<file path="src/rtl/_bus_arb.sv">
// Round-robin bus arbiter: N sources, registered one-hot grant and registered bus data.
// Optional owner lock against forced rotation is enabled by defining BUS_ARB_LOCK_EN.
module _bus_arb #(
  parameter int N       = 8,
  parameter int W       = 32,
  parameter int MAXHOLD = 0,
  localparam int OW     = (N > 1) ? $clog2(N) : 1
) (
  input  logic            clk,
  input  logic            rst,
  input  logic [N-1:0]    req,
  input  logic [W*N-1:0]  a,
`ifdef BUS_ARB_LOCK_EN
  input  logic [N-1:0]    lock,
`endif
  output logic [N-1:0]    gnt,
  output logic [N-1:0]    g_n,
  output logic [OW-1:0]   owner,
  output logic [W-1:0]    y,
  output logic            valid
);

  localparam int HW = (MAXHOLD > 0) ? $clog2(MAXHOLD + 1) : 1;
  localparam logic [HW-1:0] HOLD_MAX  = HW'(MAXHOLD);
  localparam logic [HW-1:0] HOLD_LAST = HW'((MAXHOLD > 0) ? MAXHOLD - 1 : 0);

  typedef enum logic {
    IDLE = 1'b0,
    BUSY = 1'b1
  } state_e;

  state_e          state_q, state_d;
  logic [N-1:0]    gnt_q, gnt_d;
  logic [OW-1:0]   owner_q, owner_d;
  logic [OW-1:0]   ptr_q, ptr_d;
  logic [HW-1:0]   hold_q, hold_d;
  logic [W-1:0]    y_q;
  logic            valid_q;

  logic [N-1:0]    cand;
  logic            found;
  logic [OW-1:0]   win;
  logic [OW-1:0]   ptr_nxt;
  logic [N-1:0]    win_oh;
  logic            owner_req;
  logic            owner_lock;
  logic            force_rot;
  logic [W-1:0]    bus_sel;

  // While busy the owner is excluded, so a forced rotation never re-picks it.
  always_comb begin
    cand  = (state_q == BUSY) ? (req & ~gnt_q) : req;
    found = 1'b0;
    win   = '0;
    for (int off = 0; off < N; off++) begin
      if (!found && cand[(int'(ptr_q) + off) % N]) begin
        found = 1'b1;
        win   = OW'((int'(ptr_q) + off) % N);
      end
    end
    ptr_nxt = (win == OW'(N - 1)) ? '0 : win + 1'b1;
    win_oh  = '0;
    win_oh[win] = 1'b1;
  end

`ifdef BUS_ARB_LOCK_EN
  assign owner_lock = lock[owner_q];
`else
  assign owner_lock = 1'b0;
`endif

  assign owner_req = |(req & gnt_q);
  // A saturated counter still counts as expired, so clearing a lock rotates at once.
  assign force_rot = (MAXHOLD > 0) && (hold_q >= HOLD_LAST) && (|cand) && !owner_lock;

  // NOTE: every output of a combinational block gets a default first; a path that
  // leaves one unassigned would infer a latch.
  always_comb begin
    state_d = state_q;
    gnt_d   = gnt_q;
    owner_d = owner_q;
    ptr_d   = ptr_q;
    hold_d  = hold_q;
    if ((state_q == BUSY) && (MAXHOLD > 0) && (hold_q != HOLD_MAX)) begin
      hold_d = hold_q + 1'b1;
    end

    case (state_q)
      IDLE: begin
        if (found) begin
          state_d = BUSY;
          gnt_d   = win_oh;
          owner_d = win;
          ptr_d   = ptr_nxt;
          hold_d  = '0;
        end
      end
      BUSY: begin
        if (!owner_req || force_rot) begin
          if (found) begin
            gnt_d   = win_oh;
            owner_d = win;
            ptr_d   = ptr_nxt;
            hold_d  = '0;
          end else begin
            state_d = IDLE;
            gnt_d   = '0;
            hold_d  = '0;
          end
        end
      end
      default: begin
        state_d = IDLE;
        gnt_d   = '0;
      end
    endcase
  end

  always_comb begin
    bus_sel = '0;
    for (int i = 0; i < N; i++) begin
      if (gnt_q[i]) bus_sel = bus_sel | a[i*W +: W];
    end
  end

  // NOTE: state registers use non-blocking assignments so every flop samples
  // pre-edge values regardless of statement order.
  always_ff @(posedge clk) begin
    if (rst) begin
      state_q <= IDLE;
      gnt_q   <= '0;
      owner_q <= '0;
      ptr_q   <= '0;
      hold_q  <= '0;
      y_q     <= '0;
      valid_q <= 1'b0;
    end else begin
      state_q <= state_d;
      gnt_q   <= gnt_d;
      owner_q <= owner_d;
      ptr_q   <= ptr_d;
      hold_q  <= hold_d;
      valid_q <= |gnt_q;
      if (|gnt_q) y_q <= bus_sel;
    end
  end

  assign gnt   = gnt_q;
  assign g_n   = ~gnt_q;
  assign owner = owner_q;
  assign y     = y_q;
  assign valid = valid_q;

endmodule
</file>
<file path="config.mk">
export PLATFORM = sky130hd
export DESIGN_NAME = _bus_arb
export DESIGN_NICKNAME = d
export VERILOG_FILES = /design/src/rtl/_bus_arb.sv
export SDC_FILE = /design/constraint.sdc
export NUM_CORES = 1
export LEC_CHECK = 0
export ABC_AREA = 1
export BUFFER_PORTS_ARGS = -buffer_cell sky130_fd_sc_hd__buf_2
export CAP_MARGIN = 20
export CELL_PAD_IN_SITES_DETAIL_PLACEMENT = 1
export CELL_PAD_IN_SITES_GLOBAL_PLACEMENT = 1
export CORE_AREA = 2 2 124 126
export DETAILED_ROUTE_END_ITERATION = 10
export DIE_AREA = 0 0 126 128
export HOLD_SLACK_MARGIN = 0.05
export PLACE_DENSITY_LB_ADDON = 0.1
export SLEW_MARGIN = 20
export SYNTH_ARGS = -nofsm -noshare
export SYNTH_HDL_FRONTEND = slang
export SYNTH_SLANG_ARGS = --single-unit
</file>
<file path="constraint.sdc">
create_clock -name clk -period 4.1 [get_ports clk]
set_input_delay 0 -clock clk [delete_from_list [all_inputs] [get_ports clk]]
set_output_delay 0 -clock clk [all_outputs]
set_load 0.01 [all_outputs]
</file>
# ---- Word-level counts from Yosys, hierarchy flattened
# Index checks and enable logic that the tools add are counted.
dict set report word_totals {
  wordCells 134
  inputBits 266
  regBits 48
  output_inout_bits 52
}
dict set report classes {
  n_reduce_logical 25
  muxes 64
  addsub 8
  bitwise_logic 18
  eq_ne 3
  n_lt_le_gt_ge 10
}
# operator count
set ops {}
lappend ops {{$mux W32} 8}
lappend ops {{$or A32 B32 Y32} 7}
lappend ops {{$mux W3} 13}
lappend ops {{$lt A4 B5 Y1 const B} 7}
lappend ops {{$mux W8} 4}
lappend ops {{$mux W1} 26}
lappend ops {{$bmux W1 S3} 8}
lappend ops {{$reduce_or A3 Y1} 7}
lappend ops {{$and A8 B8 Y8} 2}
lappend ops {{$pmux W8 S2} 1}
lappend ops {{$reduce_or A8 Y1} 2}
lappend ops {{$add A3 B3 Y3 const B} 4}
lappend ops {{$pmux W3 S2} 2}
lappend ops {{$logic_and A1 B1 Y1} 8}
lappend ops {{$lt A3 B4 Y1 const B} 2}
lappend ops {{$not A8 Y8} 1}
lappend ops {{$and A1 B1 Y1 const A} 7}
lappend ops {{$logic_not A1 Y1} 7}
lappend ops {{$add A3 B1 Y3 const B} 2}
lappend ops {{$add A3 B2 Y3 const B} 2}
lappend ops {{$ne A2 B2 Y1 const B} 2}
lappend ops {{$demux W1 S3} 1}
lappend ops {{$eq A3 B3 Y1 const B} 1}
lappend ops {{$ge A3 B1 Y1 const B} 1}
lappend ops {{3 further kinds} 3}

# ---- Depth between registers and ports, before layout
dict set report depth {
  depth_word 34
  mapped_depth 22
  ltp_nobuf 20
}

# ---- Least setup slack after synthesis
# No wires, ideal clock.
dict set report synth_path {
  path_kind {register to register}
  from {register ptr_q[0]}
  to {register ptr_q[2]}
  period_less_slack_ps 2448
  path_slack_ps 1652
  n_path_buf 2
  required_time_ps 3991
  setup_time_ps 109
  path_stages_with_launch 21
  t_arrival_ps 2338
  path_cell_list {dfxtp_1 > buf_6 > inv_4 > buf_6 > ha_1 > inv_1 > nand3_1 > nand3_2 > nand2_2 > nor2_8 > nand4_4 > nor2_4 > nand3_1 > nand3_1 > nand2_2 > inv_2 > nand2_1 > nand2_1 > nand3_1 > nand2_1 > inv_1}
}
dict set report synth_via {
  elab_chain_cells 29
  elab_cells_between_ends 66
  classes_between {8 x add/sub; 1 x eq/ne; 43 x mux; 14 x reduce/logical}
}
# item line
set synth_rtl {}
lappend synth_rtl {{start: declaration} 35} ;# logic [OW-1:0] ptr_q, ptr_d;
lappend synth_rtl {{start signal: assignment} 141} ;# ptr_q <= ptr_d;
lappend synth_rtl {{$add A3 B1 Y3 or $bmux W1 S3 (tied branches)} {56, 58}}
lappend synth_rtl {{$bmux W1 S3 or $mux W1 (tied branches)} 56} ;# if (!found && cand[(int'(ptr_q) + off) % N]) begin
lappend synth_rtl {{$mux W1 (not written as such)} 56}
lappend synth_rtl {{$mux W1 (not written as such) or $logic_not A1 Y1 (tied branches)} 56}
lappend synth_rtl {{$logic_and A1 B1 Y1} 56}
lappend synth_rtl {{$mux W1} 56}
lappend synth_rtl {{$logic_not A1 Y1} 56}
lappend synth_rtl {{$logic_and A1 B1 Y1} 56}
lappend synth_rtl {{(+13 left out)} n/a}
lappend synth_rtl {{$logic_not A1 Y1} 56}
lappend synth_rtl {{$logic_and A1 B1 Y1} 56}
lappend synth_rtl {{$mux W3} 56}
lappend synth_rtl {{$add A3 B1 Y3 or $eq A3 B3 Y1 (tied branches)} 61} ;# ptr_nxt = (win == OW'(N - 1)) ? '0 : win + 1'b1;
lappend synth_rtl {{$mux W3} 61}
lappend synth_rtl {{$mux W3 *} {90, 100}}
lappend synth_rtl {{$mux W3} 99} ;# if (!owner_req || force_rot) begin
lappend synth_rtl {{$pmux W3 S2 *} 88} ;# case (state_q)
# Every way passes the cells marked *; elsewhere a longest branch is shown, timed or not. The select of a mux whose other input is x is not followed.
# A chain may end at the register's enable or synchronous reset.

# ---- Final worst setup path
dict set report layout_path {
  from {register ptr_q[0]}
  to {register gnt_q[6], in the netlist gnt[6]}
}
dict set report layout_via {
  elab_chain_cells 31
  elab_cells_between_ends 71
  classes_between {7 x add/sub; 2 x order compare; 1 x eq/ne; 45 x mux; 16 x reduce/logical}
}
# item line
set layout_rtl {}
lappend layout_rtl {{$add A3 B1 Y3 or $bmux W1 S3 (tied branches)} {56, 58}}
lappend layout_rtl {{$bmux W1 S3 or $mux W1 (tied branches)} 56}
lappend layout_rtl {{$mux W1 (not written as such)} 56}
lappend layout_rtl {{$mux W1 (not written as such) or $logic_not A1 Y1 (tied branches)} 56}
lappend layout_rtl {{$logic_and A1 B1 Y1} 56}
lappend layout_rtl {{$mux W1} 56}
lappend layout_rtl {{$logic_not A1 Y1} 56}
lappend layout_rtl {{$logic_and A1 B1 Y1} 56}
lappend layout_rtl {{(+15 left out)} n/a}
lappend layout_rtl {{$mux W3} 56}
lappend layout_rtl {{$lt A3 B4 Y1 (not written as such) or $ge A3 B1 Y1 (tied branches)} 63} ;# win_oh[win] = 1'b1;
lappend layout_rtl {{$logic_and A1 B1 Y1 (not written as such)} 63}
lappend layout_rtl {{$mux W1 (not written as such)} 63}
lappend layout_rtl {{$demux W1 S3} 63}
lappend layout_rtl {{$mux W8} 100} ;# if (found) begin
lappend layout_rtl {{$mux W8} 99}
lappend layout_rtl {{$pmux W8 S2} 88}
lappend layout_rtl {{end signal: assignment} 139} ;# gnt_q <= gnt_d;
lappend layout_rtl {{end: declaration} 33} ;# logic [N-1:0] gnt_q, gnt_d;
# Parallel ways exist; a longest one is shown, timed or not. The select of a mux whose other input is x is not followed.

==> run_results.csv <==
group,metric,value,unit
outcome,status,"finished clean",
die,pin_count,318,
grt,antenna_found_initial,4,
cts,ctsResizeCount,0,
timing,fin_setup_tns,0,ps
placed_design,pre_cts_slack,1146,ps
die,die_h,128,um
timing,drv_slew,0,
placed_design,place_inst,1057,
logic_synthesis,synth_cell_types,37,
placed_design,gp_congestion,0.9388,
cts,clkTransAtPathRegs,70,ps
drt,drcViolationCount,0,
timing,clock_skew,5.424,ps
cts,clkSinkCount,48,
power_and_ir_drop,p_per_area,695.7,nW/um^2
cts,clockBufferDepth,2,
cells_and_area,final_common_cell,"buf_2",
power_and_ir_drop,irDropWorstVdd,0.3166,mV
logic_synthesis,synth-warning-count,0,
timing,fmax,333.2,MHz
timing,setup_viol,0,
worst_hold_path,worst_hold_path_type,"in -> reg",
timing,hold_violations,0,
placed_design,dp_hpwl,17420,um
worst_setup_path,worstSetupPathType,"reg -> reg",
cts,cts_buffers,5,
grt,grt_pass1_vias,6359,
logic_synthesis,synth_top_cell_by_area,"dfxtp_1",
logic_synthesis,ys_seq_elements,48,
drt,wl_per_cell,21.00,um
die,dieArea,16130,um^2
cts,cts_tree,"built",
worst_setup_path,critPathCaptureType,"flop",
cts,clock_tree.htree_level_count,2,
logic_synthesis,synth.area.top_cells,"dfxtp_1, nand2_1, a221oi_1, a22o_1, nand3_1",
worst_setup_path,required,4300,ps
power_and_ir_drop,p_clk_frac,0.095,
grt,grt_pass1_wl,35870,um
die,coreArea,14860,um^2
cells_and_area,area_growth,64.51,%
power_and_ir_drop,cellLeakagePower,3.232,nW
logic_synthesis,syn_inst,587,
logic_synthesis,synth.cell_area,3945,um^2
grt,grt_util_all_layers,0.2837,
worst_setup_path,crit_fanout,11,
cells_and_area,drive_gt1_frac,0.3952,
grt,grt_max_degree,45,
timing,setup_ws,1099,ps
power_and_ir_drop,power_frac_seq,0.183,
logic_synthesis,ys_seq_area_frac,0.2436,
die,fp.dieW,126,um
placed_design,io_buffer_count,317,
drt,drt-vias-per-instance,5.265,
timing,rsz0062_at_grt,"no",
drt,drtPass1Iterations,4,
logic_synthesis,syn-num-nets,855,
power_and_ir_drop,p_sw_frac,0.5139,
drt,ant_nets,0,
worst_setup_path,r2r_slack,1100,ps
logic_synthesis,synth_top_area_frac,0.2436,
logic_synthesis,syn_avg_cell_area,6.721,um^2
cells_and_area,fin_cells,1140,
timing,fin_hold_ws,51.22,ps
die,num_rows,45,
flow_run,cap_violations,0,
cts,clock_latency,290,ps
drt,vias,6002,
die,start_util,0.2654,
cells_and_area,layout_common_cells,"buf_2, nand2_1, dlygate4sd3_1, a221oi_1, dfxtp_1",
power_and_ir_drop,internal_power,2.194,mW
cts,cts_root_buffer,"clkbuf_16",
power_and_ir_drop,p_comb_frac,0.721,
grt,grt_overflow,0,
timing,fin_crit_sh,0.7319,
power_and_ir_drop,p_sw,2.320,mW
drt,dr.first_iter.drc_count,348,
cells_and_area,nets,1216,
worst_setup_path,arrival,3200,ps
worst_setup_path,start_kind,"flop",
drt,wirelength,23940,um
timing,relSlewSlack,0.3346,
timing,worst_slew_pin_slew,998.0,ps
timing,layout_min_cycle_time,3001,ps
## power by group through the flow
stage / clock network, mW / logic (mW) / registers [mW]
2_1_floorplan: 0 / 1.85 / 0.886
3_3_place_gp: 0 / 2.85 / 0.827
3_5_place_dp: 0 / 2.90 / 0.834
4_1_cts: 0.445 / 3.23 / 0.824
5_1_grt: 0.461 / 3.56 / 0.851
6_report: 0.431 / 3.26 / 0.828
## cell usage after synthesis
| library cell | n |
|---|---|
| nand2_1 | 196 |
| a221oi_1 | 66 |
| dfxtp_1 | 48 |
| nand3_1 | 42 |
| inv_1 | 38 |
| a31oi_1 | 33 |
| a22o_1 | 26 |
| clkbuf_1 | 23 |
| nor2_1 | 17 |
| nand3_2 | 15 |
| o21ai_0 | 14 |
| buf_2 | 10 |
| a21oi_1 | 8 |
| nand2_2 | 5 |
| a21oi_2 | 4 |
| clkbuf_4 | 4 |
| nand4_1 | 4 |
| nor2_2 | 4 |
| buf_4 | 3 |
| buf_6 | 3 |
| nand2_4 | 3 |
| clkinv_1 | 2 |
| ha_1 | 2 |
| inv_2 | 2 |
| nor2_4 | 2 |
| xnor2_1 | 2 |
| buf_1 | 1 |
| clkinv_4 | 1 |
| inv_4 | 1 |
| nand3b_1 | 1 |
| nand4_4 | 1 |
| nor2_8 | 1 |
| nor3_1 | 1 |
| nor3_2 | 1 |
| o211ai_1 | 1 |
| o21bai_1 | 1 |
| xor2_1 | 1 |
## layer usage
layer  GRT usage  wire length, um  vias to the layer above
met5           0               13                        -
met4      0.1008              714                        2
met3     0.05467             1470                       44
met2      0.4997            11990                      233
met1      0.3449             9752                     2900
li1            -                -                     2823
## cell type report
cell class	count	area [um^2]
inverters	44	172.7
multi-input cells	451	2587
clock buffers	7	142.6
diodes	3	7.507
repair buffers	398	2375
fillers	2010	8374
well taps	188	235.2
flip-flops and latches	48	962.2
clock inverters	1	7.507
## sequential cells by signal, summed over array words and instances (netlist names)
| name | flops |
|---|---|
| gnt | 8 |
| owner | 3 |
| ptr_q | 3 |
| state_q | 1 |
| valid | 1 |
| y | 32 |
## critical path: stages (launching register included)
cell and delay (ps):
dfxtp_1 600, inv_4 170, ha_1 410, inv_1 210, nand3_1 150, nand3_2 100
nand2_2 120, nor2_8 140, nand4_4 130, nor2_4 150, nand4_1 170, clkinv_1 100
nor2_2 60, nor2_2 160, nand3_1 110, a21oi_1 140
## what timing repair did
action | CTS | global route
endpoints found under the setup margin | 0 | 0
buffers inserted | 0 | 0
endpoints found under the hold margin | 29 | 0
hold buffers | 72 | 0
## metrics by stage
stage	cell area, um^2	utilization	total power [mW]
floorplan	3945	-	2.736
global placement	5612	0.3775	3.674
detailed placement	5612	0.3775	3.730
CTS	6482	0.4361	4.496
global route	6487	0.4364	4.876
finish	6490	0.4366	4.515
## logic make-up (layout without fill, tap and decap cells)
kind of cell / after synthesis / count (layout) / synth area share
other cells: 0 / 3 / 0
compound gates: 153 / 153 / 0.2972
buf+inv: 88 / 450 / 0.1012
flops: 48 / 48 / 0.2436
xor+xnor: 3 / 3 / 0.006662
fa+ha+maj: 2 / 2 / 0.006342
simple gates: 293 / 293 / 0.3451
## path summary, 6_finish.rpt
| path | from | end | depth (start not counted) |
|---|---|---|---|
| min reg2reg | y[30]$_SDFFE_PP0P_ | y[30]$_SDFFE_PP0P_ | 2 |
| max reg2reg | ptr_q[0]$_SDFFE_PP0P_ | gnt[6]$_SDFFE_PP0P_ | 15 |
| max | ptr_q[0]$_SDFFE_PP0P_ | gnt[6]$_SDFFE_PP0P_ | 15 |
| min | a[216] | y[24]$_SDFFE_PP0P_ | 3 |
(Power assumes the default switching activity.)
